===== src/rtl/alu_rf_seq_ctrl.sv =====
// alu_rf_seq_ctrl: IDLE/DECODE/EXEC/WB sequencer for the ALU / register-file / immediate datapath.
// Define ALU_SEQ_PERF_CNT_EN to add the perf_retired retired-instruction counter.
module alu_rf_seq_ctrl #(
  parameter int INSTR_W     = 16,
  parameter int ADDR_W      = 3,
  parameter int EXEC_CYCLES = 1
) (
  input  logic               clk,
  input  logic               rst,
  input  logic               instr_valid,
  output logic               instr_ready,
  input  logic [INSTR_W-1:0] instr,
  input  logic               alu_zero,
  output logic [ADDR_W-1:0]  rf_raddr1,
  output logic [ADDR_W-1:0]  rf_raddr2,
  output logic [ADDR_W-1:0]  rf_waddr,
  output logic               rf_we,
  output logic [2:0]         imm_field,
  output logic [2:0]         alu_op,
  output logic               alu_src_imm,
  output logic               busy,
  output logic               done,
`ifdef ALU_SEQ_PERF_CNT_EN
  output logic               zero_flag,
  output logic [15:0]        perf_retired
`else
  output logic               zero_flag
`endif
);
  typedef enum logic [1:0] {IDLE, DECODE, EXEC, WB} state_e;
  state_e             state_q, state_d;
  logic [3:0]         cnt_q, cnt_d;
  logic [INSTR_W-1:0] instr_q;
  logic               xfer, exec_last, wb_we;
  always_comb begin
    xfer      = (state_q == IDLE) && instr_valid;
    exec_last = (state_q == EXEC) && (cnt_q == 4'd0);
    state_d   = IDLE;
    case (state_q)
      IDLE:    state_d = xfer ? DECODE : IDLE;
      DECODE:  state_d = EXEC;
      EXEC:    state_d = exec_last ? WB : EXEC;
      default: state_d = IDLE;
    endcase
    cnt_d = (state_q == DECODE) ? 4'(EXEC_CYCLES - 1) :
            (state_q == EXEC)   ? cnt_q - 4'd1 : cnt_q;
    // register 0 is hardwired, and NOPs retire without writing
    wb_we = (state_d == WB) && (instr_q[15:13] != 3'b111) && (instr_q[12:10] != 3'd0);
  end
  always_ff @(posedge clk) begin
    if (rst) begin
      state_q     <= IDLE;
      cnt_q       <= '0;
      instr_q     <= '0;
      instr_ready <= 1'b1;
      busy        <= 1'b0;
      done        <= 1'b0;
      rf_we       <= 1'b0;
      rf_raddr1   <= '0;
      rf_raddr2   <= '0;
      rf_waddr    <= '0;
      imm_field   <= '0;
      alu_op      <= '0;
      alu_src_imm <= 1'b0;
      zero_flag   <= 1'b0;
    end else begin
      state_q     <= state_d;
      cnt_q       <= cnt_d;
      instr_ready <= state_d == IDLE;
      busy        <= state_d != IDLE;
      done        <= state_d == WB;
      rf_we       <= wb_we;
      if (xfer) instr_q <= instr;
      if (state_q == DECODE) begin
        alu_op      <= instr_q[15:13];
        rf_waddr    <= instr_q[12:10];
        rf_raddr1   <= instr_q[9:7];
        rf_raddr2   <= instr_q[6:4];
        imm_field   <= instr_q[3:1];
        alu_src_imm <= instr_q[0];
      end
      if (exec_last) zero_flag <= alu_zero;
    end
  end
`ifdef ALU_SEQ_PERF_CNT_EN
  always_ff @(posedge clk) begin
    if (rst) perf_retired <= '0;
    else if (state_q == WB) perf_retired <= perf_retired + 16'd1;
  end
`endif
endmodule


===== config.mk =====
export PLATFORM = sky130hd
export DESIGN_NAME = alu_rf_seq_ctrl
export DESIGN_NICKNAME = d
export VERILOG_FILES = /design/src/rtl/alu_rf_seq_ctrl.sv
export SDC_FILE = /design/constraint.sdc
export NUM_CORES = 1
export LEC_CHECK = 0
export ABC_AREA = 1
export BUFFER_PORTS_ARGS = -buffer_cell sky130_fd_sc_hd__buf_2
export CAP_MARGIN = 15
export CORE_UTILIZATION = 51
export DETAILED_ROUTE_END_ITERATION = 10
export PLACE_DENSITY = 0.75
export SYNTH_ARGS = -nofsm -noshare
export SYNTH_HDL_FRONTEND = slang
export SYNTH_SLANG_ARGS = --single-unit

===== constraint.sdc =====
create_clock -name clk -period 1.25 [get_ports clk]
set_input_delay 0.0625 -clock clk [delete_from_list [all_inputs] [get_ports clk]]
set_output_delay 0.0625 -clock clk [all_outputs]
set_load 0.005 [all_outputs]

# Word level (Yosys, flattened, before mapping)

Index checks and enable logic that the tools add are counted.

Bits of input ports: 20
Register bits: 43
Output and inout bits: 21
Logic and storage cells: 32

Multiplexer cells: 3
Add/sub/neg operators: 1
Equal/unequal tests: 4
Reductions and logical operators: 10

Operators with widths:

| kind                  | number |
|---|---|
| $pmux W2 S3           | 1 |
| $eq A2 B2 Y1 const B  | 2 |
| $logic_and A1 B1 Y1   | 4 |
| $logic_not A2 Y1      | 2 |
| $logic_not A4 Y1      | 1 |
| $sub A4 B1 Y4 const B | 1 |
| $ne A3 B3 Y1 const B  | 1 |
| $reduce_bool A3 Y1    | 1 |
| $eq A2 B1 Y1 const B  | 1 |
| $mux W1               | 2 |
| $reduce_bool A2 Y1    | 1 |
| $reduce_or A2 Y1      | 1 |

# Longest topological paths before layout

Gate-level depths: netlist (run 1).

Word-level depth: 7
Mapped depth: 9
Depth with buffers taken out: 9

# Worst setup path before layout (run 1)

Ideal clock, no wire load.

Path type: reg2reg
Start point: reg state_q[0]
End point: reg busy
Clock period less this slack: 1.159 ns
Buffers on the path: 0
Data required time: 1.135 ns
Setup time: 0.115 ns
Data arrival time: 1.044 ns
Cell stages (with the launch flop): 9
Path slack: 0.091 ns
Path through: dfxtp_1 inv_1 ha_1 nand2_1 clkinv_1 nand2_1 nand2_2 nand3_1 nand2_1

Longest elaborated chain between the ends: 5
Elaborated cells between the ends (all ways): 9
Classes of those cells: 2 x eq/ne; 3 x mux; 4 x reduce/logical

RTL lines:

| item                                             | RTL line   | RTL |
|---|---|---|
| from (decl)                                      | 31         | `state_e state_q, state_d;` |
| from (signal assigned)                           | 67         | `state_q <= state_d;` |
| $eq A2 B2 Y1 or $logic_not A2 Y1 (tied branches) | 37, 39, 36 |  |
| $logic_and A1 B1 Y1, on equally long branches    | 37, 36     |  |
| $mux W1, on equally long branches                | 42, 40     |  |
| $pmux W2 S3 (*)                                  | 39         | `case (state_q)` |
| $reduce_bool A2 Y1 (*)                           | 70         | `busy <= state_d != IDLE;` |
| to (signal assigned)                             | 56         | `busy <= 1'b0;` |
| to (signal assigned)                             | 70         |  |
| to (decl)                                        | 21         | `output logic busy,` |

Every way passes the cells marked *; elsewhere a longest branch is shown, timed or not.
A chain may end at the register's enable or synchronous reset.

# Worst setup path after layout (run 1)

Start point: reg state_q[0]
End point: reg instr_ready

Longest elaborated chain between the ends: 5
Elaborated cells between the ends (all ways): 9
Classes of those cells: 2 x eq/ne; 3 x mux; 4 x reduce/logical

RTL lines:

| item                                             | RTL line   | RTL |
|---|---|---|
| $eq A2 B2 Y1 or $logic_not A2 Y1 (tied branches) | 37, 39, 36 |  |
| $logic_and A1 B1 Y1, on equally long branches    | 37, 36     |  |
| $mux W1, on equally long branches                | 42, 40     |  |
| $pmux W2 S3 (*)                                  | 39         |  |
| $logic_not A2 Y1 (*)                             | 69         | `instr_ready <= state_d == IDLE;` |
| to (signal assigned)                             | 55         | `instr_ready <= 1'b1;` |
| to (signal assigned)                             | 69         |  |
| to (decl)                                        | 11         | `output logic instr_ready,` |

Marked as above.

==> results.json, run 1 <==
{
  "die_w_microns": 57.84,
  "clock_skew_ns": 0.006319,
  "leakage_nw": 1.041,
  "violations": "DRC",
  "synth.avg_cell_area_sq_um": 7.912,
  "io_pins": 41,
  "reg2reg_from": "state_q[0]$_SDFF_PP0_",
  "via_per_inst": 4.917,
  "postSynthCellCount": 201,
  "avgRoutedWirePerCell_microns": 11.68,
  "grt_pass1_vias": 1376,
  "synth_top_family_by_area": "simple AND/OR/NAND/NOR gates",
  "cp_slowest_cell": "dfxtp_1",
  "min_path_type": "primary input to flip-flop",
  "cts_tree": "yes",
  "crit_chain": "inv_1, ha_4, nand2_4, buf_4, nand2_2, nand2_1, nand2_1, nand2_1",
  "cp-end-kind": "flip-flop",
  "layout_commonest_cell": "nor2_1",
  "crit_buf_inv": 2,
  "nets": 296,
  "coreArea_sq_um": 2853,
  "setup_ws_ns": 0.03110,
  "critPathLaunchType": "flip-flop",
  "io_buffers": 40,
  "setup_tns_ns": 0,
  "n_antenna_cell": 0,
  "rsz0062_at_grt": "yes",
  "crit_top_cell": "nand2_1",
  "grt.total_usage_pct": 22.33,
  "drcViolationCount": 2,
  "synth_compound_area_share_pct": 13.53,
  "setup_violations": 0,
  "reg2regPathDepth": 8,
  "drive_above_1_share_pct": 29.15,
  "syn_nets": 227,
  "worstSkewPairLatency_ns": 0.35,
  "place_congestion": 0.8194,
  "overflow": 0,
  "clock_path_buffers": 2,
  "firstDrtPassIters": 8,
  "dieHeight_microns": 57.84,
  "ir_drop_v": 0.001041,
  "muxShareOfSynthArea_pct": 0,
  "multi_input_area_sq_um": 665.6,
  "pre_cts_slack_ns": -0.08172,
  "power.total_mw": 3.401,
  "post-cts-setup-buffers": 0,
  "hold_start": "instr[10]",
  "fillerInstances": 229,
  "root_buffer": "clkbuf_4",
  "rrSetupSlack_ns": 0.03,
  "detail-route-antenna-nets": 0,
  "worst_pin_slew_ns": 0.1825,
  "cts_sinks": 43,
  "yosysSeqAreaShare_pct": 54.13,
  "max_freq_mhz": 820.4,
  "initial_utilization_pct": 55.75,
  "regArea_sq_um": 862.1,
  "worstPathMaxFanout": 5,
  "path_class": "flip-flop to flip-flop",
  "yosysUniqueCellTypes": 18,
  "worstHoldEndpoint": "instr_q[10]$_SDFFE_PP0P_",
  "required_ns": 1.51,
  "slowest_delay_ns": 0.33,
  "layout.cells.most_common_list": "nor2_1, dfxtp_1, buf_2",
  "max_cap_violations": 0,
  "area_growth_syn_to_layout_pct": 35.80,
  "cts_buffers": 5,
  "post-route-min-period_ns": 1.219,
  "yosysWarnings": 0,
  "hpwlAfterDp_microns": 2311,
  "path_clk_slew_ns": 0.12,
  "synth_fa_ha_area_share_pct": 4.721,
  "synth_xor_area_share_pct": 0,
  "h-tree-depth": 2,
  "status": "finished with violations",
  "slew_viol_final": 0,
  "whs_path_depth": 3,
  "grt_pass1_wl_microns": 5678,
  "netlist_area_sq_um": 1590,
  "synth-simple-area-share_pct": 20.54,
  "timing.rr.end": "instr_ready$_SDFF_PP1_",
  "critPathArrivalTime_ns": 1.48,
  "power_density_nw_per_um2": 1575,
  "row_count": 19,
  "antenna_found_initial": 0,
  "vias": 1485,
  "grt_max_degree": 17,
  "final_util_pct": 75.70,
  "synth_seq_cells": 43,
  "die-area_sq_um": 3345,
  "crit_family": "simple AND/OR/NAND/NOR gates",
  "min_period_over_period_pct": 97.51,
  "hold_violations": 0,
  "drt-total-wl_microns": 3528,
  "first_iter_violations": 38,
  "slew_headroom_pct": 87.79
}
## sequential cells by signal, summed over array words and instances (netlist names)
register / cells
cnt_q: 4
rf_raddr2: 3
rf_raddr1: 3
state_q: 2
rf_waddr: 3
instr_ready: 1
imm_field: 3
rf_we: 1
busy: 1
alu_src_imm: 1
zero_flag: 1
alu_op: 3
instr_q: 16
done: 1
## worst min-delay path, delay by kind of cell
family	cells	cell delay, ns
compound gates	2	0.18
buf+inv	1	0.07
## power by group
| group | internal [mW] | switching (mW) |
|---|---|---|
| Sequential | 1.61 | 0.116 |
| Combinational | 0.457 | 0.565 |
| Clock | 0.217 | 0.431 |
| Total | 2.29 | 1.11 |
## repair_timing
action / CTS / global route
cloned: 1 / 1
endpoints found under the setup margin: 15 / 32
hold buffers: 17 / 0
pin swaps: 0 / 1
endpoints found under the hold margin: 17 / 0
resized for setup: 4 / 15
## cell usage after synthesis, drive strengths merged
library cell | count | area [sq um]
buf | 5 | 27.53
clkbuf | 4 | 17.52
nor2 | 62 | 235.2
dfxtp | 43 | 860.8
o21ai | 33 | 165.2
clkinv | 1 | 3.750
nand2 | 13 | 51.30
a21oi | 10 | 50.05
nand3 | 7 | 40.04
ha | 6 | 75.07
inv | 17 | 63.81
## cell type report
cell class / count / share of cell area, %
clock inverters: 2 / 0.5794
repair inverters: 1 / 0.3476
well taps: 31 / 1.796
repair buffers: 69 / 21.32
flip-flops and latches: 43 / 39.92
clock buffers: 6 / 1.912
multi-input cells: 132 / 30.82
inverters: 18 / 3.302
## metrics by stage
step | instances | hold slack [ns] | instance area, sq um
3_3_place_gp | 275 | 0.2758 | 1874
4_1_cts | 301 | 0.002754 | 2117
6_report | 302 | 0.002549 | 2160
2_1_floorplan | 201 | 0.1316 | 1590
3_5_place_dp | 275 | 0.2791 | 1874
5_1_grt | 302 | 0.02573 | 2160
## worst max-delay path by stage
stage / to / cells after the start / startpoint / slack, ns
final: instr_ready$_SDFF_PP1_ / 8 / state_q[0]$_SDFF_PP0_ / 0.03
after floorplan: busy$_SDFF_PP0_ / 8 / state_q[0]$_SDFF_PP0_ / 0.09
after detailed placement: instr_q[5]$_SDFFE_PP0P_ / 6 / state_q[0]$_SDFF_PP0_ / -0.08
after CTS: instr_q[5]$_SDFFE_PP0P_ / 6 / state_q[0]$_SDFF_PP0_ / 0.0004
after global routing: instr_ready$_SDFF_PP1_ / 9 / state_q[0]$_SDFF_PP0_ / -0.04
after global placement: instr_q[5]$_SDFFE_PP0P_ / 6 / state_q[0]$_SDFF_PP0_ / -0.004
## routing by layer
| layer | share of wire [%] | vias to the layer above | GRT usage [%] |
|---|---|---|---|
| met1 | 47 | 664 | 28.27 |
| met5 | 0 | - | 0 |
| met4 | 2.2 | 0 | 9.524 |
| li1 | - | 773 | - |
| met3 | 4.3 | 10 | 6.027 |
| met2 | 47 | 38 | 35.96 |
## kinds of logic (layout without fill, tap and decap cells)
logic type / after synthesis / count (layout)
adder cells (fa/ha/maj): 6 / 6
flip-flops: 43 / 43
buffers and inverters: 27 / 96
AO/OA/AOI/OAI: 43 / 43
AND/OR/NAND/NOR: 82 / 83
Power figures use the tool's default switching activity.
==> inputs of run 2 (changes only) <==
Settings changed: REMOVE_ABC_BUFFERS from default to 1.
==> results.json, run 2 (synthesis results as in run 1) <==
{
  "status": "finished with violations",
  "violations": "DRC",
  "drcViolationCount": 3,
  "hold_violations": 0,
  "crit_family": "flip-flops",
  "area_growth_syn_to_layout_pct": 36.27,
  "cts_sinks": 43,
  "io_pins": 41,
  "h-tree-depth": 2,
  "largest_reg_flops": 16,
  "fin_area_sq_um": 2167,
  "grt.total_usage_pct": 22.51,
  "placed_area_sq_um": 1849,
  "grt_pass1_wl_microns": 5727,
  "worst_pin_slew_ns": 0.2950,
  "detail-route-antenna-nets": 0,
  "hpwlAfterDp_microns": 2160,
  "crit_chain": "inv_1, ha_2, nand2_4, clkinvlp_4, nor2_1, nor2_1",
  "min_period_over_period_pct": 97.83,
  "slew_viol_final": 0,
  "slew_headroom_pct": 80.31,
  "path_class": "flip-flop to flip-flop",
  "critPathArrivalTime_ns": 1.49,
  "rrSetupSlack_ns": 0.03,
  "grt_max_degree": 20,
  "critPathLaunchType": "flip-flop",
  "dieHeight_microns": 57.84,
  "power_density_nw_per_um2": 1565,
  "avgRoutedWirePerCell_microns": 11.51,
  "crit_buf_inv": 2,
  "clock_skew_ns": 0.007185,
  "n_antenna_cell": 0,
  "coreArea_sq_um": 2853,
  "overflow": 0,
  "top_register": "instr_q",
  "drt-total-wl_microns": 3476,
  "rsz0062_at_grt": "yes",
  "die_w_microns": 57.84,
  "vias": 1482,
  "regArea_sq_um": 865.8,
  "min_path_type": "primary input to flip-flop",
  "setup_tns_ns": 0,
  "worstPathMaxFanout": 7,
  "path_clk_slew_ns": 0.12,
  "cp-end-kind": "flip-flop",
  "pre_cts_slack_ns": 0.0008474,
  "largestRegisters": "instr_q (16), cnt_q (4)",
  "antenna_found_initial": 0,
  "die-area_sq_um": 3345,
  "slowest_delay_ns": 0.37,
  "multi_input_area_sq_um": 646.9,
  "root_buffer": "clkbuf_4",
  "layout.cells.most_common_list": "nor2_1, buf_2, dfxtp_1",
  "crit_top_cell": "nor2_1",
  "nets": 296,
  "ir_drop_v": 0.0009095,
  "layout_commonest_cell": "nor2_1",
  "cts_buffers": 5,
  "io_buffers": 40,
  "firstDrtPassIters": 7,
  "final_util_pct": 75.96,
  "initial_utilization_pct": 55.75,
  "max_freq_mhz": 817.8,
  "setup_violations": 0,
  "grt_pass1_vias": 1349,
  "drive_above_1_share_pct": 29.89,
  "max_cap_violations": 0,
  "place_congestion": 0.7357,
  "row_count": 19,
  "first_iter_violations": 77,
  "clock_path_buffers": 2,
  "leakage_nw": 1.050,
  "worstSkewPairLatency_ns": 0.36,
  "setup_ws_ns": 0.02718,
  "post-route-min-period_ns": 1.223,
  "fillerInstances": 226,
  "required_ns": 1.52,
  "cts_tree": "yes",
  "via_per_inst": 4.907,
  "cp_slowest_cell": "dfxtp_2"
}
-- run 2: cell type report --
cell class                 count  area share [%]
timing repair inverter         1          0.3464
inverter                      18           3.291
clock buffer                   6           1.905
multi-input combinational    131           29.85
tap                           31           1.790
sequential                    43           39.95
timing repair buffer          70           22.29
clock inverter                 2          0.5774
-- run 2: stage by stage --
stage,instances,power [mW],hold slack (ns)
6_report,302,3.392,0.1713
3_5_place_dp,270,2.588,0.2640
2_1_floorplan,192,2.245,0.1316
4_1_cts,297,3.313,0.1375
3_3_place_gp,270,2.566,0.2649
5_1_grt,302,3.638,0.1856
-- run 2: tightest hold or removal path, stage by stage --
cell and delay, ns:
buf_2 0.11, nand2_4 0.09, clkinvlp_4 0.12, nor2_1 0.05
nor2_1 0.08
-- run 2: metal layers --
layer / vias to the layer above / routed length, microns / GRT usage (%)
li1: 775 / - / -
met1: 662 / 1684 / 28.37
met2: 38 / 1572 / 36.45
met3: 7 / 156 / 5.134
met4: 0 / 63 / 10.88
met5: - / 0 / 0
-- run 2: repair_timing --
action                     CTS  global route
gates resized for setup      4            16
setup endpoints to repair    9            35
pin swaps                    0             1
setup buffers                0             5
cloned                       1             0
hold buffers                18             0
hold endpoints to repair    18             0
-- run 2: worst paths after layout --
path                     startpoint                  endpoint  depth (start not counted)
max           state_q[0]$_SDFF_PP0_  instr_q[14]$_SDFFE_PP0P_                          6
max reg2reg   state_q[0]$_SDFF_PP0_  instr_q[14]$_SDFFE_PP0P_                          6
min                     instr_valid  instr_q[13]$_SDFFE_PP0P_                          5
min reg2reg  zero_flag$_SDFFE_PP0P_    zero_flag$_SDFFE_PP0P_                          2
-- run 2: report_power, final --
group / switching (mW) / internal [mW]
clock network: 0.445 / 0.217
registers: 0.120 / 1.62
logic: 0.548 / 0.444
==> inputs of run 3 (changes only) <==
--- a/config.mk
+++ b/config.mk
@@ -7,9 +7,9 @@
 export LEC_CHECK = 0
 export ABC_AREA = 1
-export BUFFER_PORTS_ARGS = -buffer_cell sky130_fd_sc_hd__buf_2
 export CAP_MARGIN = 15
-export CORE_UTILIZATION = 51
+export CORE_UTILIZATION = 53
 export DETAILED_ROUTE_END_ITERATION = 10
-export PLACE_DENSITY = 0.75
+export DONT_BUFFER_PORTS = 1
+export PLACE_DENSITY = 0.66
 export REMOVE_ABC_BUFFERS = 1
 export SYNTH_ARGS = -nofsm -noshare
==> constraint.sdc (replaced) <==
create_clock -name clk -period 1.25 [get_ports clk]
set_input_delay 0.25 -clock clk [delete_from_list [all_inputs] [get_ports clk]]
set_output_delay 0.25 -clock clk [all_outputs]
set_load 0.005 [all_outputs]
==> results.json, run 3 (synthesis results as in run 1) <==
{
  "slew_headroom_pct": 82.10,
  "fin_cells": 246,
  "place_congestion": 0.7266,
  "worstPathMaxFanout": 6,
  "die-area_sq_um": 3223,
  "post-route-min-period_ns": 1.184,
  "placed_cells": 234,
  "clock_skew_ns": 0.01150,
  "worst_pin_slew_ns": 0.2681,
  "p_int_mw": 2.159,
  "seqPwrFrac_pct": 55.1,
  "hpwlAfterDp_microns": 2119,
  "grt.total_usage_pct": 21.30,
  "cts_sinks": 43,
  "firstDrtPassIters": 7,
  "via_per_inst": 5.220,
  "ir_drop_v": 0.0008594,
  "layout.cells.most_common_list": "nor2_1, dfxtp_1, o21ai_0",
  "fillerInstances": 255,
  "path_clk_slew_ns": 0.12,
  "largest_reg_flops": 16,
  "io_buffers": 0,
  "required_ns": 1.50,
  "setup_violations": 0,
  "p_sw_mw": 1.054,
  "h-tree-depth": 2,
  "power_density_nw_per_um2": 1794,
  "drt-total-wl_microns": 3116,
  "final_util_pct": 63.83,
  "leakage_nw": 0.7989,
  "drive_above_1_share_pct": 18.60,
  "max_freq_mhz": 844.9,
  "min_period_over_period_pct": 94.68,
  "power.total_mw": 3.213,
  "detail-route-antenna-nets": 0,
  "min_path_type": "primary input to flip-flop",
  "layout_commonest_cell": "nor2_1",
  "io_pins": 41,
  "path_class": "flip-flop to flip-flop",
  "slowest_delay_ns": 0.35,
  "crit_chain": "inv_2, ha_1, buf_4, inv_1, nor2_2, nand3_1, nand2_1, nor2_1",
  "overflow": 0,
  "switching_share_pct": 32.81,
  "critPathLaunchType": "flip-flop",
  "status": "finished with violations",
  "coreArea_sq_um": 2805,
  "violations": "DRC",
  "antenna_found_initial": 0,
  "cts_buffers": 5,
  "worstSkewPairLatency_ns": 0.36,
  "rsz0062_at_grt": "yes",
  "grt_pass1_vias": 1152,
  "p_comb_share_pct": 24.8,
  "nets": 240,
  "slew_viol_final": 0,
  "avgRoutedWirePerCell_microns": 12.67,
  "initial_utilization_pct": 56.69,
  "clkPwrFrac_pct": 20.2,
  "drcViolationCount": 4,
  "cts_tree": "yes",
  "cp_slowest_cell": "dfxtp_2",
  "clock_path_buffers": 2,
  "row_count": 19,
  "n_antenna_cell": 0,
  "top_register": "instr_q",
  "critPathArrivalTime_ns": 1.44,
  "area_growth_syn_to_layout_pct": 12.59,
  "max_cap_violations": 0,
  "largestRegisters": "instr_q (16), cnt_q (4)",
  "dieHeight_microns": 56.78,
  "first_iter_violations": 48,
  "vias": 1284,
  "cp-end-kind": "flip-flop",
  "grt_max_degree": 20,
  "root_buffer": "clkbuf_4",
  "grt_pass1_wl_microns": 5057,
  "hold_violations": 0,
  "die_w_microns": 56.78
}
## run 3: cell count changes in the layout (fill, tap and decap cells not counted), moves of 2 or more
cell           delta
inv_2             +2
nor2_2            -2
buf_4             +2
buf_2            -40
nor2_1            +2
o21ai_1           +2
inv_1             -2
o21ai_0           -2
dlygate4sd3_1    -17
## run 3: worst max-delay path, delay by kind of cell, from the launching register on
kind                     cells  cell delay (ns)
flip-flops                   1             0.35
buffers and inverters        3             0.28
AND/OR/NAND/NOR              4             0.29
adder cells (fa/ha/maj)      1             0.16
## run 3: metrics by stage
step	worst slack, ns	hold WS, ns	area (sq um)	setup TNS, ns
detailed placement	-0.1179	0.3226	1667	-0.8009
finish	0.06646	0.04609	1790	0
global route	-0.008099	0.03589	1790	-0.009047
CTS	0.004452	0.02827	1754	0
global placement	0.03902	0.3201	1667	0
floorplan	-0.1606	0.3191	1545	-2.206
## run 3: final cells by class
class,instances,area [sq um],share of cell area [%]
clock buffer,6,41.29,2.306
clock inverter,2,12.51,0.6988
inverter,18,71.32,3.983
multi-input combinational,131,646.9,36.13
sequential,43,864.6,48.29
tap,31,38.79,2.166
timing repair buffer,14,107.6,6.010
timing repair inverter,1,7.507,0.4193
## run 3: what timing repair did
| item | CTS | global route |
|---|---|---|
| resized for setup | 8 | 13 |
| gates cloned | 1 | 0 |
| pin swaps | 0 | 3 |
| hold buffers | 1 | 0 |
| endpoints found under the setup margin | 16 | 27 |
| endpoints found under the hold margin | 2 | 0 |
| setup buffers | 0 | 2 |
## run 3: path summary, 6_finish.rpt
kind | from | end | slack [ns] | cells past startpoint
worst min register to register | zero_flag$_SDFFE_PP0P_ | zero_flag$_SDFFE_PP0P_ | 0.49 | 2
worst max-delay path | state_q[0]$_SDFF_PP0_ | cnt_q[3]$_SDFFE_PP0N_ | 0.07 | 8
worst min-delay path | instr[3] | instr_q[3]$_SDFFE_PP0P_ | 0.05 | 2
worst max register to register | state_q[0]$_SDFF_PP0_ | cnt_q[3]$_SDFFE_PP0N_ | 0.07 | 8
## run 3: per-layer routing
layer / share of wire (%) / global-route usage [%] / vias up
li1: - / - / 666
met1: 44 / 24.16 / 576
met2: 48 / 33.84 / 38
met3: 6.3 / 8.986 / 4
met4: 1.7 / 11.50 / 0
met5: 0 / 0 / -
## run 3: power by group through the flow
stage                     combinational [mW]  clock (mW)  sequential, mW
after floorplan                        0.487           0            1.76
after global placement                 0.675           0            1.78
after detailed placement               0.701           0            1.79
after CTS                              0.740       0.688            1.77
after global routing                   0.919       0.733            1.80
final                                  0.795       0.648            1.77
